<file path="src/rtl/uart_pkg.sv">
// Shared types and constants for the UART transmit scheduler.
package uart_pkg;

  typedef enum logic [1:0] {
    ST_IDLE,
    ST_LAUNCH,
    ST_WAIT_BUSY,
    ST_WAIT_DONE
  } drain_state_e;

  // 115200 baud from a 100 MHz clock, stored as clocks-per-bit minus one
  localparam logic [15:0] DEFAULT_BIT_PERIOD = 16'd867;
  localparam int          BUSY_TIMEOUT       = 4;

endpackage

</file>
<file path="src/rtl/uart_tx_fifo.sv">
// Synchronous first-word-fall-through byte FIFO with occupancy output.
module uart_tx_fifo #(
  parameter int DEPTH = 8,
  parameter int WIDTH = 8
) (
  input  logic                   clk,
  input  logic                   rst_n,
  input  logic                   push,
  input  logic [WIDTH-1:0]       wdata,
  input  logic                   pop,
  output logic [WIDTH-1:0]       rdata,
  output logic [$clog2(DEPTH):0] level,
  output logic                   full,
  output logic                   empty
);

  localparam int AW = $clog2(DEPTH);

  logic [WIDTH-1:0] mem [DEPTH];
  logic [AW-1:0]    wr_ptr;
  logic [AW-1:0]    rd_ptr;
  logic             do_push;
  logic             do_pop;

  assign full    = (level == (AW+1)'(DEPTH));
  assign empty   = (level == '0);
  // A pop frees the slot a full push needs; a push supplies the word an empty pop takes
  assign do_push = push && (!full || pop);
  assign do_pop  = pop && (!empty || push);
  assign rdata   = empty ? wdata : mem[rd_ptr];

  always_ff @(posedge clk) begin
    if (do_push) mem[wr_ptr] <= wdata;
  end

  always_ff @(posedge clk or negedge rst_n) begin
    if (!rst_n) begin
      wr_ptr <= '0;
      rd_ptr <= '0;
      level  <= '0;
    end else begin
      if (do_push) wr_ptr <= wr_ptr + 1'b1;
      if (do_pop)  rd_ptr <= rd_ptr + 1'b1;
      if (do_push && !do_pop)      level <= level + 1'b1;
      else if (do_pop && !do_push) level <= level - 1'b1;
    end
  end

endmodule

</file>
<file path="src/rtl/uart_tx_sched.sv">
// Round-robin byte arbiter feeding a FIFO that is drained into a UART
// transmitter, with deferred application of bit-period changes.
module uart_tx_sched
  import uart_pkg::*;
#(
  parameter int NUM_REQ    = 2,
  parameter int FIFO_DEPTH = 8
) (
  input  logic                        clk,
  input  logic                        rst_n,
  input  logic [NUM_REQ-1:0]          req_valid_i,
  input  logic [8*NUM_REQ-1:0]        req_data_i,
  output logic [NUM_REQ-1:0]          req_ready_o,
  input  logic                        cfg_wr_i,
  input  logic [15:0]                 cfg_bit_period_i,
  output logic                        cfg_pending_o,
  output logic [$clog2(FIFO_DEPTH):0] fifo_level_o,
  output logic                        tx_en_o,
  output logic [7:0]                  tx_data_o,
  input  logic                        tx_busy_i,
  output logic                        wr_bit_period_o,
  output logic [15:0]                 bit_period_o,
  output logic                        idle_o
);

  localparam int IDX_W = $clog2(NUM_REQ);

  drain_state_e     state, state_n;
  logic [IDX_W-1:0] rr_ptr;
  logic [IDX_W-1:0] grant_idx;
  logic [IDX_W-1:0] idx;
  logic [NUM_REQ-1:0] grant;
  logic             found;
  int               sum;
  logic             fifo_push;
  logic             fifo_pop;
  logic             fifo_full;
  logic             fifo_empty;
  logic [7:0]       fifo_rdata;
  logic [7:0]       push_data;
  logic [7:0]       tx_data_q;
  logic [2:0]       busy_cnt;
  logic             cfg_pending_q;
  logic [15:0]      bit_period_q;
  logic             cfg_apply;

  // rr_ptr holds the highest-priority index; search wraps from there
  always_comb begin
    grant     = '0;
    grant_idx = '0;
    found     = 1'b0;
    sum       = 0;
    idx       = '0;
    for (int k = 0; k < NUM_REQ; k++) begin
      sum = int'(rr_ptr) + k;
      if (sum >= NUM_REQ) sum = sum - NUM_REQ;
      idx = IDX_W'(sum);
      if (!found && req_valid_i[idx]) begin
        found      = 1'b1;
        grant[idx] = 1'b1;
        grant_idx  = idx;
      end
    end
    if (fifo_full) grant = '0;
  end

  assign req_ready_o = grant;
  assign fifo_push   = |grant;
  assign push_data   = req_data_i[{grant_idx, 3'b000} +: 8];

  uart_tx_fifo #(
    .DEPTH (FIFO_DEPTH),
    .WIDTH (8)
  ) u_fifo (
    .clk   (clk),
    .rst_n (rst_n),
    .push  (fifo_push),
    .wdata (push_data),
    .pop   (fifo_pop),
    .rdata (fifo_rdata),
    .level (fifo_level_o),
    .full  (fifo_full),
    .empty (fifo_empty)
  );

  always_comb begin
    state_n         = state;
    fifo_pop        = 1'b0;
    cfg_apply       = 1'b0;
    tx_en_o         = 1'b0;
    wr_bit_period_o = 1'b0;
    case (state)
      ST_IDLE: begin
        // A queued rate change always beats a new byte
        if (cfg_pending_q) begin
          if (!tx_busy_i) begin
            cfg_apply       = 1'b1;
            wr_bit_period_o = 1'b1;
          end
        end else if (!fifo_empty && !tx_busy_i) begin
          fifo_pop = 1'b1;
          state_n  = ST_LAUNCH;
        end
      end
      ST_LAUNCH: begin
        tx_en_o = 1'b1;
        state_n = ST_WAIT_BUSY;
      end
      ST_WAIT_BUSY: begin
        if (tx_busy_i)                            state_n = ST_WAIT_DONE;
        else if (busy_cnt == 3'(BUSY_TIMEOUT-1))  state_n = ST_LAUNCH;
      end
      ST_WAIT_DONE: begin
        if (!tx_busy_i) state_n = ST_IDLE;
      end
      default: state_n = ST_IDLE;
    endcase
  end

  always_ff @(posedge clk or negedge rst_n) begin
    if (!rst_n) begin
      state         <= ST_IDLE;
      rr_ptr        <= '0;
      busy_cnt      <= '0;
      tx_data_q     <= 8'h00;
      cfg_pending_q <= 1'b0;
      bit_period_q  <= DEFAULT_BIT_PERIOD;
    end else begin
      state <= state_n;
      if (fifo_push)
        rr_ptr <= (grant_idx == IDX_W'(NUM_REQ-1)) ? '0 : grant_idx + 1'b1;
      if (state == ST_LAUNCH)         busy_cnt <= '0;
      else if (state == ST_WAIT_BUSY) busy_cnt <= busy_cnt + 1'b1;
      if (fifo_pop) tx_data_q <= fifo_rdata;
      // A write landing on the apply cycle re-arms with the newer value
      if (cfg_wr_i) begin
        cfg_pending_q <= 1'b1;
        bit_period_q  <= cfg_bit_period_i;
      end else if (cfg_apply) begin
        cfg_pending_q <= 1'b0;
      end
    end
  end

  assign tx_data_o     = tx_data_q;
  assign cfg_pending_o = cfg_pending_q;
  assign bit_period_o  = bit_period_q;
  assign idle_o        = fifo_empty && (state == ST_IDLE) && !cfg_pending_q && !tx_busy_i;

endmodule
</file>
<file path="config.mk">
export PLATFORM = sky130hd
export DESIGN_NAME = uart_tx_sched
export DESIGN_NICKNAME = d
export VERILOG_FILES = /design/src/rtl/uart_pkg.sv /design/src/rtl/uart_tx_fifo.sv /design/src/rtl/uart_tx_sched.sv
export SDC_FILE = /design/constraint.sdc
export NUM_CORES = 1
export LEC_CHECK = 0
export BUFFER_PORTS_ARGS = -buffer_cell sky130_fd_sc_hd__clkbuf_2
export CORE_MARGIN = 2
export CORE_UTILIZATION = 43
export DETAILED_ROUTE_END_ITERATION = 8
export MAX_ROUTING_LAYER = met4
export PLACE_DENSITY = 0.68
export SLEW_MARGIN = 5
export SYNTH_ARGS = -nofsm -noshare
export SYNTH_HDL_FRONTEND = slang
export SYNTH_HIERARCHICAL = 1
export SYNTH_SLANG_ARGS = --single-unit
</file>
<file path="constraint.sdc">
create_clock -name clk -period 4.2 [get_ports clk]
set_input_delay 0.84 -clock clk [delete_from_list [all_inputs] [get_ports clk]]
set_output_delay 0.84 -clock clk [all_outputs]
set_load 0.05 [all_outputs]
</file>
==> impl_metrics.json <==
{
  "grt_max_degree": 42,
  "area_growth_pct": 15.33,
  "clk_latency_ns": 0.35,
  "finalPower_uw": 3724,
  "r2r_cells": 11,
  "synth_cell_types": 43,
  "core_area_sq_um": 10370,
  "post-dp-hpwl_mm": 6.220,
  "synth_area_per_cell_sq_um": 14.83,
  "antenna_found_initial": 0,
  "crit_start": "u_fifo/level[0]$_DFFE_PN0P_",
  "die_w_um": 107.7,
  "crit_family": "compound AO/OA/AOI/OAI gates",
  "min_period_ns": 3.461,
  "synth_top_area_share_pct": 41.54,
  "timing.rr.start": "u_fifo/level[0]$_DFFE_PN0P_",
  "via_per_inst": 5.200,
  "critical-path-slowest-cell": "or4_4",
  "p_per_area_nw_per_um2": 697.9,
  "grt_pass1_wl_mm": 14.50,
  "postCtsHoldBufs": 0,
  "synth_seq_cells": 105,
  "cts-root-buf": "clkbuf_8",
  "hold_depth": 1,
  "worst_setup_path_end_kind": "register",
  "critPathMaxStageDelay_ns": 0.59,
  "crit_type": "register to register",
  "synth_edf_count": 64,
  "fin_crit_sh_pct": 82.40,
  "start_util_pct": 44.62,
  "final_nets": 440,
  "wire_per_inst_um": 16.99,
  "min-delay-start": "bit_period_o[3]$_DFFE_PN0P_",
  "synth.net_count": 362,
  "clock_sinks": 105,
  "r2r_setup_slack_ns": 0.74,
  "syn_area_sq_um": 4627,
  "start_kind": "register",
  "cts.clk_slew.worst_paths_ns": 0.10,
  "p_leak_uw": 0.002148,
  "skew_ns": 0.01435,
  "die_h_um": 107.7,
  "num_vias": 2761,
  "io_pins": 72,
  "cts_buffer_depth": 2,
  "tns_ns": 0,
  "cts.repair.resized": 0,
  "path_max_fanout": 20,
  "cp.required_ns": 4.43,
  "r2r_end": "u_fifo/level[3]$_DFFE_PN0P_",
  "grt_use_total_pct": 16.93,
  "fin_area_sq_um": 5336,
  "worst_slew_pin_slew_ns": 1.029,
  "synthCells": 312,
  "fillers": 907,
  "ant_nets": 0,
  "ys_top_cells_by_count": "edfxtp_1, mux2_2, dfrtp_1",
  "min_to": "bit_period_o[3]$_DFFE_PN0P_",
  "min_path_type": "register to register",
  "yosysSeqAreaShare_pct": 63.87,
  "cp.buffers_inverters": 3,
  "die-area_sq_um": 11610,
  "synthFlopType": "edfxtp_1",
  "drt_iter0_markers": 126,
  "yosysMostFrequentCell": "edfxtp_1",
  "setup_viol_count_final": 0,
  "grt_overflow_total": 0,
  "gp_congestion": 0.7630,
  "numCtsBuffers": 9,
  "slew_headroom_pct": 31.38,
  "critical_path.cell_chain": "or4_4, inv_2, nor3_4, o21ai_4, inv_2, ha_1, inv_1, ha_1, a21o_2, a2111oi_0, o31ai_1",
  "wirelength_mm": 9.024,
  "placed_area_sq_um": 5146,
  "synth-warning-count": 6,
  "post_cts_buffers": 0,
  "slew_viol_final": 0,
  "cap_violations": 0,
  "fin_cells": 531,
  "rsz0062_at_grt": "no",
  "final-hold-violation-count": 0,
  "cts_tree": "yes",
  "antenna_cells": 0,
  "ir_drop_v": 0.0004859,
  "first_pass_iters": 4,
  "synthArstFlopShare_pct": 39.05,
  "drc": 0,
  "dp_cells": 515,
  "rows": 37,
  "max_freq_mhz": 288.9,
  "outcome": "completed",
  "grt_pass1_vias": 2837,
  "arrival_ns": 3.69,
  "drive_above_1_share_pct": 41.52,
  "synth_top_cell_by_area": "edfxtp_1",
  "io_buffers": 71,
  "synth_area_leaders": "edfxtp_1, dfrtp_1, mux2_2",
  "ctsHtreeMaxLevel": 3
}
sequential cells by signal, indices dropped and copies added (netlist names):
register / cells
cfg_pending_o: 1
u_fifo/wr_ptr: 3
u_fifo/rd_ptr: 3
u_fifo/mem: 64
bit_period_o: 16
tx_data_o: 8
state: 2
rr_ptr: 1
u_fifo/level: 4
busy_cnt: 3
how the worst max path moves through the flow:
| stage | cells after the start | slack (ns) | endpoint |
|---|---|---|---|
| global route | 11 | 0.51 | u_fifo/level[3]$_DFFE_PN0P_ |
| CTS | 11 | 0.71 | u_fifo/level[3]$_DFFE_PN0P_ |
| finish | 11 | 0.74 | u_fifo/level[3]$_DFFE_PN0P_ |
| floorplan | 4 | 0.60 | idle_o |
| global placement | 11 | 0.78 | u_fifo/level[3]$_DFFE_PN0P_ |
| detailed placement | 11 | 0.63 | u_fifo/level[3]$_DFFE_PN0P_ |
stage by stage:
stage / hold slack (ns) / worst slack, ns / util, %
after floorplan: 0.4961 / 0.6028 / -
after global routing: 0.5439 / 0.5053 / 51.46
after CTS: 0.5245 / 0.7147 / 51.46
after detailed placement: 0.4999 / 0.6298 / 49.63
final: 0.5193 / 0.7391 / 51.46
after global placement: 0.4897 / 0.7772 / 49.63
placed cells by master (no fill, tap or decap), types with 2 or more instances in the layout:
cell type / instances
xnor2_1: 5
nand2b_1: 4
edfxtp_1: 64
inv_1: 11
o221ai_1: 8
a21oi_1: 3
o21ai_4: 2
o21ai_0: 15
mux2_2: 51
dfrtp_1: 35
clkbuf_8: 9
nor2_1: 9
buf_4: 6
dfstp_2: 6
a22oi_1: 8
inv_2: 2
nand2_1: 20
clkbuf_2: 72
a21o_2: 3
inv_6: 2
nor3_1: 7
ha_1: 11
mux2i_1: 17
o31ai_1: 2
area by class of cell:
type	instances	area [sq um]	share of cell area, %
Sequential cell	105	2955	55.38
Multi-Input combinational cell	184	1572	29.45
Timing Repair Buffer	77	400.4	7.503
Tap cell	136	170.2	3.189
Clock buffer	12	157.7	2.954
Inverter	13	48.80	0.9144
Clock inverter	4	32.53	0.6096
per-layer routing:
| layer | vias to the layer above | routed length, um | GRT usage [%] |
|---|---|---|---|
| met5 | - | 0 | - |
| met4 | 0 | 124 | 4.029 |
| met1 | 1381 | 4165 | 22.14 |
| li1 | 1321 | - | - |
| met2 | 50 | 4461 | 27.54 |
| met3 | 9 | 272 | 3.269 |
power by group:
group | switching (uW) | internal, uW
combinational | 974 | 579
sequential | 168 | 1400
clock | 339 | 261
logic make-up (layout without fill, tap and decap cells):
group,after synthesis,count (layout),synth area share (%)
AOI/OAI and AO/OA,47,47,7.410
xor gates and xnor gates,6,6,1.136
adders and majority gates,12,12,3.407
buffers and inverters,23,106,2.163
DFF,105,105,63.87
muxes,68,68,16.09
and+or+nand+nor,51,51,5.922
Power figures use the tool's default switching activity.
